$ cat config.mk
export PLATFORM = sky130hd
export DESIGN_NAME = char_slot_scheduler
export DESIGN_NICKNAME = d
export VERILOG_FILES = /design/src/rtl/char_slot_scheduler.sv
export SDC_FILE = /design/constraint.sdc
export NUM_CORES = 1
export LEC_CHECK = 0
export CAP_MARGIN = 20
export CORE_ASPECT_RATIO = 1.2
export CORE_MARGIN = 2
export CORE_UTILIZATION = 45
export DETAILED_ROUTE_END_ITERATION = 7
export PLACE_DENSITY_LB_ADDON = 0.15
export SYNTH_ARGS = -nofsm -noshare
export SYNTH_HDL_FRONTEND = slang
export SYNTH_SLANG_ARGS = --single-unit
$ cat constraint.sdc
create_clock -name clk -period 6.3 [get_ports clk]
set_clock_uncertainty 0.2 [all_clocks]
set_input_delay 1.575 -clock clk [delete_from_list [all_inputs] [get_ports clk]]
set_output_delay 1.575 -clock clk [all_outputs]
set_load 0.005 [all_outputs]
$ cat src/rtl/char_slot_scheduler.sv
// Falling-character slot table with one scan FSM serialising move / match / spawn updates.
// Define CHAR_SCHED_DEEPEST_EN to have a key remove the lowest matching character instead of the lowest-index one.
module char_slot_scheduler #(
  parameter int SLOTS     = 16,
  parameter int IDX_W     = 4,
  parameter int Y_LIMIT   = 480,
  parameter int SCORE_MAX = 99
) (
  input  logic             clk,
  input  logic             rst,
  input  logic             enable,
  input  logic             spawn_req,
  input  logic [7:0]       spawn_ascii,
  input  logic [9:0]       spawn_x,
  input  logic [2:0]       spawn_speed,
  output logic             spawn_ack,
  output logic             spawn_drop,
  input  logic             frame_tick,
  input  logic             key_valid,
  input  logic [7:0]       key_ascii,
  input  logic [IDX_W-1:0] rd_slot,
  output logic             rd_valid,
  output logic [7:0]       rd_ascii,
  output logic [9:0]       rd_x,
  output logic [9:0]       rd_y,
  output logic             hit,
  output logic [7:0]       score,
  output logic             gameover,
  output logic             busy
);

  localparam logic [1:0] ST_IDLE  = 2'd0;
  localparam logic [1:0] ST_MOVE  = 2'd1;
  localparam logic [1:0] ST_MATCH = 2'd2;
  localparam logic [1:0] ST_SPAWN = 2'd3;

  localparam logic [IDX_W-1:0] LAST_IDX  = IDX_W'(SLOTS - 1);
  localparam logic [10:0]      LIMIT_11  = 11'(Y_LIMIT);
  localparam logic [7:0]       SCORE_TOP = 8'(SCORE_MAX);

  logic       slot_valid [SLOTS];
  logic [7:0] slot_ascii [SLOTS];
  logic [9:0] slot_x     [SLOTS];
  logic [9:0] slot_y     [SLOTS];
  logic [2:0] slot_speed [SLOTS];

  logic [1:0] state;
  logic       enable_q;

  logic       move_pend, match_pend, spawn_pend;
  logic [7:0] key_pend;
  logic [7:0] spn_ascii;
  logic [9:0] spn_x;
  logic [2:0] spn_speed;

  // Working copies taken on state entry, so a re-latched pulse cannot alter an operation in flight.
  logic [7:0] key_cur;
  logic [7:0] new_ascii;
  logic [9:0] new_x;
  logic [2:0] new_speed;

  logic [IDX_W-1:0] scan_idx;
  logic             match_fin;
  logic             cand_found;
  logic [IDX_W-1:0] cand_idx;
`ifdef CHAR_SCHED_DEEPEST_EN
  logic [9:0]       cand_y;
`endif

  logic             take_move, take_match, take_spawn;
  logic             match_now, take, stop;
  logic [10:0]      y_sum;
  logic             free_found;
  logic [IDX_W-1:0] free_idx;

  assign take_move  = (state == ST_IDLE) && move_pend;
  assign take_match = (state == ST_IDLE) && !move_pend && match_pend;
  assign take_spawn = (state == ST_IDLE) && !move_pend && !match_pend && spawn_pend;

  assign y_sum     = {1'b0, slot_y[scan_idx]} + {8'b0, slot_speed[scan_idx]};
  assign match_now = slot_valid[scan_idx] && (slot_ascii[scan_idx] == key_cur);

`ifdef CHAR_SCHED_DEEPEST_EN
  // Strict compare keeps the earlier (lower-index) slot on equal depth.
  assign take = match_now && (!cand_found || (slot_y[scan_idx] > cand_y));
  assign stop = (scan_idx == LAST_IDX);
`else
  assign take = match_now;
  assign stop = match_now || (scan_idx == LAST_IDX);
`endif

  always_comb begin
    free_found = 1'b0;
    free_idx   = '0;
    for (int unsigned i = 0; i < SLOTS; i++) begin
      if (!free_found && !slot_valid[i]) begin
        free_found = 1'b1;
        free_idx   = IDX_W'(i);
      end
    end
  end

  always_ff @(posedge clk) begin
    if (rst || !enable) begin
      for (int unsigned i = 0; i < SLOTS; i++) begin
        slot_valid[i] <= 1'b0;
        slot_ascii[i] <= '0;
        slot_x[i]     <= '0;
        slot_y[i]     <= '0;
        slot_speed[i] <= '0;
      end
      state      <= ST_IDLE;
      enable_q   <= 1'b0;
      move_pend  <= 1'b0;
      match_pend <= 1'b0;
      spawn_pend <= 1'b0;
      key_pend   <= '0;
      spn_ascii  <= '0;
      spn_x      <= '0;
      spn_speed  <= '0;
      key_cur    <= '0;
      new_ascii  <= '0;
      new_x      <= '0;
      new_speed  <= '0;
      scan_idx   <= '0;
      match_fin  <= 1'b0;
      cand_found <= 1'b0;
      cand_idx   <= '0;
`ifdef CHAR_SCHED_DEEPEST_EN
      cand_y     <= '0;
`endif
      spawn_ack  <= 1'b0;
      spawn_drop <= 1'b0;
      hit        <= 1'b0;
      gameover   <= 1'b0;
      if (rst) score <= '0;
    end else begin
      enable_q   <= 1'b1;
      spawn_ack  <= 1'b0;
      spawn_drop <= 1'b0;
      hit        <= 1'b0;
      if (!enable_q) score <= '0;

      move_pend  <= frame_tick | (move_pend  & ~take_move);
      match_pend <= key_valid  | (match_pend & ~take_match);
      spawn_pend <= spawn_req  | (spawn_pend & ~take_spawn);
      if (key_valid) key_pend <= key_ascii;
      if (spawn_req) begin
        spn_ascii <= spawn_ascii;
        spn_x     <= spawn_x;
        spn_speed <= spawn_speed;
      end

      case (state)
        ST_IDLE: begin
          scan_idx   <= '0;
          match_fin  <= 1'b0;
          cand_found <= 1'b0;
          if (take_move) begin
            state <= ST_MOVE;
          end else if (take_match) begin
            state   <= ST_MATCH;
            key_cur <= key_pend;
          end else if (take_spawn) begin
            state     <= ST_SPAWN;
            new_ascii <= spn_ascii;
            new_x     <= spn_x;
            new_speed <= spn_speed;
          end
        end
        ST_MOVE: begin
          if (slot_valid[scan_idx]) begin
            if (y_sum >= LIMIT_11) begin
              slot_valid[scan_idx] <= 1'b0;
              gameover             <= 1'b1;
            end else begin
              slot_y[scan_idx] <= y_sum[9:0];
            end
          end
          if (scan_idx == LAST_IDX) state <= ST_IDLE;
          else                      scan_idx <= scan_idx + 1'b1;
        end
        ST_MATCH: begin
          if (match_fin) begin
            if (cand_found) begin
              slot_valid[cand_idx] <= 1'b0;
              hit                  <= 1'b1;
              score <= (score >= SCORE_TOP) ? SCORE_TOP : score + 8'd1;
            end
            state <= ST_IDLE;
          end else begin
            if (take) begin
              cand_found <= 1'b1;
              cand_idx   <= scan_idx;
`ifdef CHAR_SCHED_DEEPEST_EN
              cand_y     <= slot_y[scan_idx];
`endif
            end
            if (stop) match_fin <= 1'b1;
            else      scan_idx  <= scan_idx + 1'b1;
          end
        end
        default: begin
          if (free_found) begin
            slot_valid[free_idx] <= 1'b1;
            slot_ascii[free_idx] <= new_ascii;
            slot_x[free_idx]     <= new_x;
            slot_y[free_idx]     <= '0;
            slot_speed[free_idx] <= new_speed;
            spawn_ack            <= 1'b1;
          end else begin
            spawn_drop <= 1'b1;
          end
          state <= ST_IDLE;
        end
      endcase
    end
  end

  assign rd_valid = slot_valid[rd_slot];
  assign rd_ascii = slot_ascii[rd_slot];
  assign rd_x     = slot_x[rd_slot];
  assign rd_y     = slot_y[rd_slot];
  assign busy     = (state != ST_IDLE);

endmodule

==> impl_results.md, run 1 <==
* Clock root buffer: clkbuf_16
* DRC viols at 0
* Top cell type's share of synthesized area at 0.525
* DR iter-0 viols at 2054
* CTS clk-pin slew, worst paths at 0.06 ns
* Vias in the first global route at 19800
* Seq/Total Area, Yosys at 0.581
* Post-detail-place hpwl at 55400 um
* Maximum VDD drop at 0.000208 V
* Final Hold Viols at 0
* Starting density of the core at 0.453
* Synthesized flop and latch total at 602
* Routed Antenna Nets at 0
* Pleak at 11.8 nW
* Worst skew pair latency at 0.62 ns
* Dominant cell type by area after synthesis: edfxtp_1
* GRT Overall Usage at 0.268
* Final slew viol count at 0
* Sw frac at 0.231
* Area contributors post-synth: edfxtp_1, mux4_2, and2_1
* Max incr delay on CP at 0.53 ns
* Layout cells sized above 1 at 0.223
* Post-synthesis cell area at 0.0297 sq mm
* Routability cong. at 0.909
* DR pass1 iterations at 6
* Clk sinks at 602
* Layout area overhead at 14.7%
* H-tree depth at 3
* Post-synthesis async set-or-reset flop share at 0
* CP delay by family, top: buffers and inverters
* Slew headroom at 0.313
* Die Span Y at 285 um
* CTS Buf Count at 67
* CTS tree: yes
* Clock group share of total power at 0.421
* Post-Place Cells at 2940
* Post-CTS sizing at 0
* Worst Tran Pin Value at 1.03 ns
* Reg power frac at 0.500
* # nets final at 2218
* Int Pwr at 7.01 mW
* Fmax at 177 MHz
* Multi-input gate area at 0.0119 sq mm
* Crit share post-route at 0.897
* Worst EP required at 4.53 ns
* DR vias at 19000
* Slowest-stage cell, CP: mux4_2
* Worst R2R Path Depth at 11
* Tmin final at 5.65 ns
* Average size of a mapped cell at 14.2 sq um
* Final setup vio count at 0
* Net switching power at 2.11 mW
* Cell Pwr Density at 268 mW/mm^2
* Register area at 0.0173 sq mm
* Unrepaired setup endpoints after global routing: no
* Antenna cells at 0
* Critical Path Fanout Max at 31
* Setup bufs post-CTS at 0
* Final setup TNS at 0 ns
* Routed WL at 90000 um
* Ports at 81
* Max_cap viols at 0
* Worst Setup Start Kind: primary input
* Arrival @ worst endpoint at 3.87 ns
* Synthesis Warnings at 0
* Pin count of the biggest net entering global routing at 88
* CP cell instances: clkbuf_8 > buf_4 > mux4_2 > mux4_2 > clkdlybuf4s50_1
* Antenna violations before repair at 1
* Critical path capture point type: output pin
* Non-filler instance count after layout at 3058
* DR WL/cell at 29.4 um
* Critical path type: primary input to output pin
* Chip width at 239 um
* Synth Flop Type: edfxtp_1
* Row cnt at 103
* Filler instances at 5481
* Most used cell, CP: mux4_2
* GR Overflow Total at 0
* I/O Buffers at 80
* Combinational Power Share at 0.079
* CTS max path bufs at 3
* Core ar. at 0.0656 sq mm
* Vias/cell at 6.21
* Hold Buf Count CTS at 0
* Global-route wire length before repair at 132000 um
* Hold slack at 0.252 ns
* Syn Inst Count at 2091
* Reg2reg setup slack at 0.92 ns
* WP buf/inv at 3
* WP depth at 5
* Hold Crit Depth at 2
* DIE AREA at 0.0681 sq mm
* Status: finished, final reports clean
* Final Util at 0.519
* Hold Path Class: register to register
* Post-synth EDFFs at 520
* Synth cell types at 67
==> registers in the layout, summed over array words and instances (netlist names), 8 cells and up, named ones only <==
name        flops
slot_y        160
new_x          10
new_ascii       8
slot_x        160
spn_ascii       8
key_cur         8
key_pend        8
slot_speed     48
slot_ascii    128
score           8
spn_x          10
slot_valid     16
==> cell usage after synthesis, drive strengths merged, types with 8 or more instances <==
cell type	count
nor2b	10
mux4	248
mux2i	40
nor3	48
buf	44
clkbuf	138
nand4	17
edfxtp	520
ha	9
and3	8
o21ai	44
xnor2	12
a31oi	14
nand2b	13
dfxtp	82
nor2	188
inv	16
a21oi	57
nor3b	66
o31ai	15
nand2	103
nand3	49
and2	280
==> stage by stage <==
stage / worst slack, ns / total power, mW / instance area, sq um
after floorplan: 0.382 / 5.04 / 29800
after global placement: 0.657 / 5.36 / 32000
after detailed placement: 0.635 / 5.37 / 32000
after CTS: 0.613 / 9.20 / 34100
after global routing: 0.579 / 9.39 / 34100
final: 0.652 / 9.12 / 34100
==> per-layer routing <==
layer  GRT usage  wire length (um)  up-vias
met1       0.339             34400     9824
li1            -                 -     8139
met2       0.460             45600      850
met4       0.113              3610        0
met3      0.0445              6440      177
met5           0                 0        -
==> power by group through the flow <==
stage               clock (mW)  combinational [mW]  sequential (mW)
floorplan                    0               0.443             4.60
global placement             0               0.718             4.64
detailed placement           0               0.726             4.64
CTS                       3.91               0.729             4.56
global route              4.05               0.764             4.57
finish                    3.84               0.721             4.56
==> worst reg2reg max path, delay by kind of cell, from the launching register on <==
kind,cells,cell delay [ns]
simple gates,1,0.26
mux,2,1.19
compound gates,6,1.90
flops,1,0.84
buf+inv,1,0.30
fa+ha+maj,1,0.33
==> kinds of logic (layout without fill, tap and decap cells) <==
logic type	after synthesis	count (layout)	synth area share
AND/OR/NAND/NOR	804	804	0.145
flip-flops	602	602	0.581
multiplexers	288	288	0.201
buffers and inverters	198	310	0.0270
AO/OA/AOI/OAI	174	174	0.0369
XOR/XNOR	14	14	0.00413
adder cells (fa/ha/maj)	10	10	0.00446
other	1	16	0.000126
==> cell type report <==
class | count | area share
clock buffers | 86 | 0.0531
well taps | 840 | 0.0308
multi-input cells | 1306 | 0.349
repair buffers | 176 | 0.0495
flip-flops and latches | 602 | 0.507
clock inverters | 32 | 0.00881
inverters | 16 | 0.00176
==> path summary, 6_finish.rpt <==
check | endpoint | start
setup / recovery | rd_ascii[0] | rd_slot[0]
hold / removal | new_x[1]$_SDFFE_PN0P_ | spn_x[1]$_SDFFE_PN0P_
setup reg to reg | slot_y[8][1]$_SDFFCE_PN0P_ | register
hold reg to reg | new_x[1]$_SDFFE_PN0P_ | spn_x[1]$_SDFFE_PN0P_
==> placed cells by master, fill, tap and decap left out, types with 14 or more instances in the layout <==
master / count
nand2_1: 101
mux2i_1: 40
clkbuf_16: 68
buf_4: 83
edfxtp_1: 520
a21oi_1: 56
o21ai_0: 20
inv_1: 15
nand4_1: 16
clkbuf_1: 14
buf_12: 14
and2_1: 279
clkdlybuf4s50_1: 76
conb_1: 16
mux4_2: 248
dfxtp_1: 79
nor3_1: 43
nand3_1: 48
nor2_1: 182
nor3b_1: 66
Power figures use the tool's default switching activity.
==> inputs of run 2 (changes only) <==
--- a/config.mk
+++ b/config.mk
@@ -7,7 +7,7 @@
 export LEC_CHECK = 0
 export CAP_MARGIN = 20
 export CORE_ASPECT_RATIO = 1.2
-export CORE_MARGIN = 2
+export CORE_MARGIN = 5
 export CORE_UTILIZATION = 45
 export DETAILED_ROUTE_END_ITERATION = 7
 export PLACE_DENSITY_LB_ADDON = 0.15
==> impl_results.md, run 2 (synthesis gave the netlist of run 1 again) <==
* Status: finished, final reports clean
* Final setup vio count at 0
* Pin count of the biggest net entering global routing at 83
* Maximum VDD drop at 0.000220 V
* Slew headroom at 0.307
* Placed Area at 0.0320 sq mm
* Final slew viol count at 0
* CTS Buf Count at 66
* Total chip power at 9.09 mW
* I/O Buffers at 80
* Crit Reg-Reg Endpoint: slot_valid[0]$_SDFFCE_PN0P_
* Final setup TNS at 0 ns
* Clk sinks at 602
* Hold Crit Depth at 2
* Routed WL at 88000 um
* Hold endpoint: new_x[0]$_SDFFE_PN0P_
* Min-delay src: spn_x[0]$_SDFFE_PN0P_
* DR pass1 iterations at 5
* DR vias at 18900
* Global-route wire length before repair at 129000 um
* Arrival @ worst endpoint at 3.77 ns
* Starting density of the core at 0.453
* Setup bufs post-CTS at 0
* Post-CTS sizing at 0
* DR WL/cell at 28.9 um
* Vias/cell at 6.20
* Unrepaired setup endpoints after global routing: no
* Routability cong. at 0.870
* CTS clk-pin slew, worst paths at 0.06 ns
* CTS tree: yes
* Tmin final at 5.55 ns
* Cell Pwr Density at 267 mW/mm^2
* Routed Antenna Nets at 0
* Antenna violations before repair at 0
* Row cnt at 103
* Layout area overhead at 14.6%
* DRC viols at 0
* Vias in the first global route at 19200
* Most frequent cells in the layout: edfxtp_1, and2_1, mux4_2, nor2_1, nand2_1
* Post-Place Cells at 2937
* # nets final at 2214
* Die Span Y at 291 um
* Commonest non-fill, non-tap cell in the layout: edfxtp_1
* Worst Tran Pin Value at 1.04 ns
* Post-route cell area at 0.0340 sq mm
* GR Overflow Total at 0
* Ports at 81
* Largest regs: slot_x: 160 flops, slot_y: 160 flops, slot_ascii: 128 flops
* Reg2reg setup slack at 0.97 ns
* Critical Path Fanout Max at 22
* CTS max path bufs at 3
* Layout cells sized above 1 at 0.220
* Hold Path Class: register to register
* Worst EP required at 4.53 ns
* Hold Buf Count CTS at 0
* Chip width at 245 um
* Final Hold Viols at 0
* Antenna cells at 0
* Post-detail-place hpwl at 55100 um
* DR iter-0 viols at 1899
* Clock root buffer: clkbuf_16
* Max_cap viols at 0
* Fmax at 180 MHz
* DIE AREA at 0.0713 sq mm
* Critical path type: primary input to output pin
* H-tree depth at 3
* Crit share post-route at 0.881
* Pleak at 11.8 nW
* Worst skew pair latency at 0.61 ns
* Non-filler instance count after layout at 3050
* Worst Setup Start Kind: primary input
* Core ar. at 0.0656 sq mm
* Hold slack at 0.257 ns
* Critical path capture point type: output pin
* GRT Overall Usage at 0.246
* Worst R2R Path Depth at 14
run 2: cell count changes in the layout (fill, tap and decap cells not counted), moves of 2 or more:
cell	change
clkinvlp_4	-2
clkinv_8	-3
clkbuf_8	+3
clkinv_2	-6
buf_4	-4
run 2: per-layer routing:
metal | global-route usage | routed length [um] | vias to the layer above
met1 | 0.317 | 33600 | 9827
met4 | 0.0868 | 3090 | 0
met2 | 0.428 | 45600 | 807
met5 | 0 | 0 | -
met3 | 0.0322 | 5750 | 157
li1 | - | - | 8126
run 2: per-stage QoR:
stage          worst slack [ns]  utilization
2_1_floorplan             0.382            -
3_3_place_gp              0.727        0.487
3_5_place_dp              0.711        0.487
4_1_cts                   0.703        0.519
5_1_grt                   0.610        0.519
6_report                  0.752        0.519
run 2: power by group:
part / internal (mW) / switching (mW) / leakage [nW]
combinational: 0.339 / 0.386 / 4.36
clock: 2.25 / 1.57 / 1.03
sequential: 4.47 / 0.0857 / 6.44
run 2: worst max-delay path by stage:
stage          startpoint                     endpoint  slack (ns)  depth (start not counted)
2_1_floorplan    register   slot_y[8][0]$_SDFFCE_PN0P_        0.38                         17
3_3_place_gp   rd_slot[0]                  rd_ascii[7]        0.73                          5
3_5_place_dp   rd_slot[0]                  rd_ascii[7]        0.71                          5
4_1_cts        rd_slot[0]                  rd_ascii[7]        0.70                          5
5_1_grt          register  slot_valid[0]$_SDFFCE_PN0P_        0.61                         14
6_report       rd_slot[0]                      rd_y[2]        0.75                          5
run 2: cell type report:
cell class                 count  area [sq um]
clock inverter                22           210
clock buffer                  91          1880
multi-input combinational   1306         11900
tap                          840          1050
timing repair buffer         173          1680
fill                        5474         31500
sequential                   602         17300
inverter                      16          60.1
run 2: worst max-delay path: stages:
cell             delay (ns)
clkbuf_8               0.30
buf_4                  0.34
mux4_2                 0.53
mux4_2                 0.50
clkdlybuf4s50_1        0.49
